`src/rtl/alu_pkg.sv`:
```
// alu_pkg: shared op encodings and sequencer state
// for the ALU issue/capture stage.
package alu_pkg;

  typedef enum logic [2:0] {
    OP_ADD  = 3'b000,
    OP_SUB  = 3'b001,
    OP_XOR  = 3'b010,
    OP_SLT  = 3'b011,
    OP_AND  = 3'b100,
    OP_NAND = 3'b101,
    OP_NOR  = 3'b110,
    OP_OR   = 3'b111
  } op_e;

  typedef enum logic [1:0] {
    ST_IDLE   = 2'd0,
    ST_SETTLE = 2'd1,
    ST_RESP   = 2'd2
  } state_e;

endpackage

```
`src/rtl/alu_sequencer.sv`:
```
// alu_sequencer: registers requests onto the ALU inputs,
// waits a settle interval, then captures the response.
module alu_sequencer
  import alu_pkg::*;
#(
  parameter int WIDTH         = 32,
  parameter int SETTLE_CYCLES = 4,
  parameter int COUNT_WIDTH   = 16
) (
  input  logic                   clk,
  input  logic                   reset_n,
  input  logic                   req_valid,
  output logic                   req_ready,
  input  logic [WIDTH-1:0]       req_a,
  input  logic [WIDTH-1:0]       req_b,
  input  logic [2:0]             req_sel,
  output logic [WIDTH-1:0]       alu_a,
  output logic [WIDTH-1:0]       alu_b,
  output logic [2:0]             alu_sel,
  input  logic [WIDTH-1:0]       alu_out,
  input  logic                   alu_carryout,
  input  logic                   alu_zero,
  input  logic                   alu_overflow,
  output logic                   rsp_valid,
  input  logic                   rsp_ready,
  output logic [WIDTH-1:0]       rsp_out,
  output logic                   rsp_carryout,
  output logic                   rsp_zero,
  output logic                   rsp_overflow,
  output logic [2:0]             rsp_sel,
  output logic                   busy,
  output logic [COUNT_WIDTH-1:0] op_count
);

  localparam int CW = $clog2(SETTLE_CYCLES) + 1;

  if (SETTLE_CYCLES < 1) begin : g_bad_settle
    $error("SETTLE_CYCLES must be at least 1");
  end

  localparam logic [CW-1:0] CNT_LOAD = CW'(SETTLE_CYCLES - 1);

  state_e                 state_q, state_d;
  logic [CW-1:0]          cnt_q, cnt_d;
  logic [WIDTH-1:0]       a_q, a_d, b_q, b_d;
  logic [2:0]             sel_q, sel_d;
  logic                   vld_q, vld_d;
  logic [WIDTH-1:0]       out_q, out_d;
  logic                   c_q, c_d, z_q, z_d, v_q, v_d;
  logic [2:0]             rsel_q, rsel_d;
  logic [COUNT_WIDTH-1:0] cnt_op_q, cnt_op_d;
  logic                   accept;

  // handshake decode, next-state and datapath loads
  always_comb begin
    state_d  = state_q;
    cnt_d    = cnt_q;
    a_d      = a_q;
    b_d      = b_q;
    sel_d    = sel_q;
    vld_d    = vld_q;
    out_d    = out_q;
    c_d      = c_q;
    z_d      = z_q;
    v_d      = v_q;
    rsel_d   = rsel_q;
    cnt_op_d = cnt_op_q;
    req_ready = (state_q == ST_IDLE) ||
                ((state_q == ST_RESP) && rsp_ready);
    accept = req_valid && req_ready;
    unique case (state_q)
      ST_IDLE: ;
      ST_SETTLE: begin
        if (cnt_q != '0) begin
          cnt_d = cnt_q - 1'b1;
        end else begin
          out_d   = alu_out;
          c_d     = alu_carryout;
          z_d     = alu_zero;
          v_d     = alu_overflow;
          rsel_d  = sel_q;
          vld_d   = 1'b1;
          state_d = ST_RESP;
        end
      end
      ST_RESP: begin
        if (rsp_ready) begin
          cnt_op_d = cnt_op_q + 1'b1;
          vld_d    = 1'b0;
          state_d  = ST_IDLE;
        end
      end
      default: state_d = ST_IDLE;
    endcase
    if (accept) begin
      a_d     = req_a;
      b_d     = req_b;
      sel_d   = req_sel;
      cnt_d   = CNT_LOAD;
      state_d = ST_SETTLE;
    end
  end

  // state and datapath registers, sync active-low reset
  always_ff @(posedge clk) begin
    if (!reset_n) begin
      state_q  <= ST_IDLE;
      cnt_q    <= '0;
      a_q      <= '0;
      b_q      <= '0;
      sel_q    <= '0;
      vld_q    <= 1'b0;
      out_q    <= '0;
      c_q      <= 1'b0;
      z_q      <= 1'b0;
      v_q      <= 1'b0;
      rsel_q   <= '0;
      cnt_op_q <= '0;
    end else begin
      state_q  <= state_d;
      cnt_q    <= cnt_d;
      a_q      <= a_d;
      b_q      <= b_d;
      sel_q    <= sel_d;
      vld_q    <= vld_d;
      out_q    <= out_d;
      c_q      <= c_d;
      z_q      <= z_d;
      v_q      <= v_d;
      rsel_q   <= rsel_d;
      cnt_op_q <= cnt_op_d;
    end
  end

  assign alu_a        = a_q;
  assign alu_b        = b_q;
  assign alu_sel      = sel_q;
  assign rsp_valid    = vld_q;
  assign rsp_out      = out_q;
  assign rsp_carryout = c_q;
  assign rsp_zero     = z_q;
  assign rsp_overflow = v_q;
  assign rsp_sel      = rsel_q;
  assign busy         = (state_q == ST_SETTLE);
  assign op_count     = cnt_op_q;

endmodule

```
`config.mk`:
```
export PLATFORM = sky130hd
export DESIGN_NAME = alu_sequencer
export DESIGN_NICKNAME = d
export VERILOG_FILES = /design/src/rtl/alu_pkg.sv /design/src/rtl/alu_sequencer.sv
export SDC_FILE = /design/constraint.sdc
export NUM_CORES = 1
export LEC_CHECK = 0
export CORE_AREA = 2 2 105 133
export DETAILED_ROUTE_END_ITERATION = 8
export DIE_AREA = 0 0 107 135
export GPL_ROUTABILITY_DRIVEN = 0
export PLACE_DENSITY = 0.73
export SYNTH_ARGS = -nofsm -noshare
export SYNTH_HDL_FRONTEND = slang
export SYNTH_SLANG_ARGS = --single-unit
```
`constraint.sdc`:
```
create_clock -name clk -period 1.6 [get_ports clk]
set_input_delay 0.32 -clock clk [delete_from_list [all_inputs] [get_ports clk]]
set_output_delay 0.32 -clock clk [all_outputs]
set_load 0.02 [all_outputs]
```
==> reports/results.txt <==
Tcrit/Tclk final - 0.969
Die Area - 0.0144 mm²
first-pass GRT wire length - 22.5 mm
CP Buf/Inv Count - 1
WL/cell - 14.2 µm
Post-Route WL - 14.2 mm
Critical Path Source Type - register
GRT Total Usage - 0.195
Net Count, Synth - 684
global route hottest layer - met2
clock buffers created by TritonCTS - 17
Via density - 4.80
final core occ - 0.598
WHS - 0.448 ns
Adder-Cell Fraction of Synth Area - 0.00808
share of the synthesized area in the top cell type - 0.547
worst rel slew slack - 0.771
crit path max-delay cell type - dfxtp_1
Max Cap Viol - 0
final hold vios - 0
Clock Latency Late Sink - 0.41 ns
largest family of logic cells by synthesized area - simple AND/OR/NAND/NOR gates
Root Buffer - clkbuf_16
Setup Slack @ Placement - -0.358 ns
DIE HEIGHT - 135 µm
met2 usage - 0.346
Unique masters post-synth - 35
synth warn - 0
Mapped Cells - 575
Final Non-Filler Cells - 997
Worst Setup Path Type - reg2out
fmax - 0.645 GHz
core area - 0.0131 mm²
Max Fanout on Critical Path - 5
largest net degree at the start of global routing - 41
HP Class - reg2reg
number of global-route vias before repair - 4,704
Post-Syn Area - 0.00465 mm²
Period minus WS final - 1.55 ns
Post-Synth Simple-Gate Area - 0.241
compound-cell area share of the yosys netlist - 0.131
H-Tree Depth - 4
DRT Pass-1 Iters - 5
M3 GR Usage - 0.0569
post-synthesis xor/xnor area fraction - 0.0207
CP endpoint kind - primary output
Synth area leader - dfxtp_1
Lkg Pwr - 3.51 nW
mux share of post-synthesis cell area - 0.00862
crit-path cells - dlygate4sd2_1
vias post-DR - 4,785
PD cells - 1140 mW/mm²
met1 usage - 0.212
Critical Path Start - op_count[5]
# IOs - 230
Layout area overhead - 68.8%
CTS tree - built
Port Buf Inserts - 229
starting density of the core - 0.354
R2R Setup Slk - 0.05 ns
sequential area share after synthesis - 0.547
Detail Route Antenna Nets - 0
Area contributors post-synth - dfxtp_1 (55%), nand2_1 (18%), a21oi_1 (12%), clkbuf_1 (2.1%), xnor2_1 (1.5%)
Avg Inst Size Synth - 8.08 µm²
CP arrival - 1.23 ns
Tot Pwr - 8.92 mW
Fillers - 1,199
DRC viols - 0
Worst-path clk slew - 0.06 ns
share of layout cells above drive strength 1 - 0.0944
Antenna diodes - 0
Longest Clk Path Bufs - 2
slowest stage delay, CP - 0.45 ns
reg-to-reg critical path endpoint - op_count[8]
outcome - completed
Max Slew Vio Count - 0
setup ws final - 0.0492 ns
CP Depth - 1
Rows - 47
Clock Skew - 0.00887 ns
initial antenna violation count - 0
Reg2Reg Depth - 7
dpl hpwl - 10.3 mm
peak supply drop - 0.000737 V
Nets - 922
CP top delay family - flip-flops
post-synthesis register bit count - 127
crit path capture - op_count[5]
R2R Path Start - state_q[0]
worst-margin pin slew - 0.340 ns
WP data required - 1.28 ns
Detailed Route Iter0 Violations - 203
clock sink count - 127
Final setup viols - 0
placed insts - 962
GRT Residual Overflow - 0
Die W - 107 µm
timing repair:
| item | 4_1_cts | 5_1_grt |
|---|---|---|
| hold endpoints to repair | 0 | 0 |
| pin swaps | 0 | 3 |
| endpoints found under the setup margin | 124 | 38 |
| setup buffers | 0 | 3 |
| resized for setup | 131 | 10 |
| hold buffers | 0 | 0 |
power breakdown:
| part | leakage, nW | switching, mW | internal, mW |
|---|---|---|---|
| clock network | 0.314 | 1.41 | 2.74 |
| registers | 1.04 | 0.0893 | 3.34 |
| logic | 2.15 | 0.711 | 0.622 |
| total | 3.51 | 2.21 | 6.71 |
metrics by stage:
| stage | area (µm²) | setup TNS, ns |
|---|---|---|
| after floorplan | 4660 | 0 |
| after global placement | 7300 | -9.32 |
| after detailed placement | 7300 | -9.78 |
| after CTS | 7790 | 0 |
| final | 7840 | 0 |
| after global routing | 7840 | -0.0313 |
layout make-up:
cell class,count,area (µm²),area share
Sequential cell,127,2550,0.326
Timing Repair Buffer,257,2460,0.314
Multi-Input combinational cell,403,1930,0.246
Clock buffer,19,464,0.0592
Tap cell,171,214,0.0273
Clock inverter,13,185,0.0236
Inverter,7,27.5,0.00351
worst min path at each step:
stage | from | endpoint | slack (ns) | cells after the start
floorplan | reset_n | cnt_q[1] | 0.44 | 1
detailed placement | alu_b[14] | alu_b[14] | 0.45 | 2
global placement | alu_a[4] | alu_a[4] | 0.44 | 2
CTS | req_a[19] | alu_a[19] | 0.44 | 3
global route | req_b[6] | alu_b[6] | 0.45 | 3
finish | rsp_out[18] | rsp_out[18] | 0.45 | 2
logic make-up after synthesis:
group,count (synthesis)
AND/OR/NAND/NOR,266
flip-flops,127
AO/OA/AOI/OAI,119
buffers and inverters,45
XOR/XNOR,11
multiplexers,4
adder cells (fa/ha/maj),3
sequential cells by signal (all words and copies together), names as in the netlist:
register / flops
rsp_overflow: 1
alu_b: 32
alu_sel: 3
op_count: 16
rsp_carryout: 1
rsp_sel: 3
rsp_out: 32
cnt_q: 3
state_q: 2
rsp_valid: 1
rsp_zero: 1
alu_a: 32
per-layer routing:
metal	routed length, µm	vias to the layer above
li1	-	2347
met1	5450	2223
met2	7350	187
met3	977	28
met4	378	0
met5	0	-
Yosys cell counts, drive strengths merged:
master  number
a21oi      113
and2         1
and3         2
and3b        1
buf         12
clkbuf      26
dfxtp      127
ha           3
inv          7
mux2i        4
nand2      223
nand2b       2
nand3        6
nand3b       1
nand4        3
nand4b       2
nor2        13
nor2b        2
nor3         5
nor4         3
o211a        1
o211ai       1
o21a         1
o21ai        3
or3          1
or4          1
xnor2        8
xor2         3
layout by cell type (no fill, tap or decap), drive strengths merged, types with 3 or more instances in the layout:
cell type / instances
xor2: 3
clkdlybuf4s50: 105
inv: 6
dfxtp: 127
nor2: 13
bufinv: 4
o21ai: 3
dlygate4sd2: 122
nand2: 223
clkbuf: 19
nand4: 3
a21oi: 113
mux2i: 4
xnor2: 8
clkinv: 8
nor3: 5
ha: 3
nor4: 3
buf: 29
nand3: 6
(Power assumes the default switching activity.)
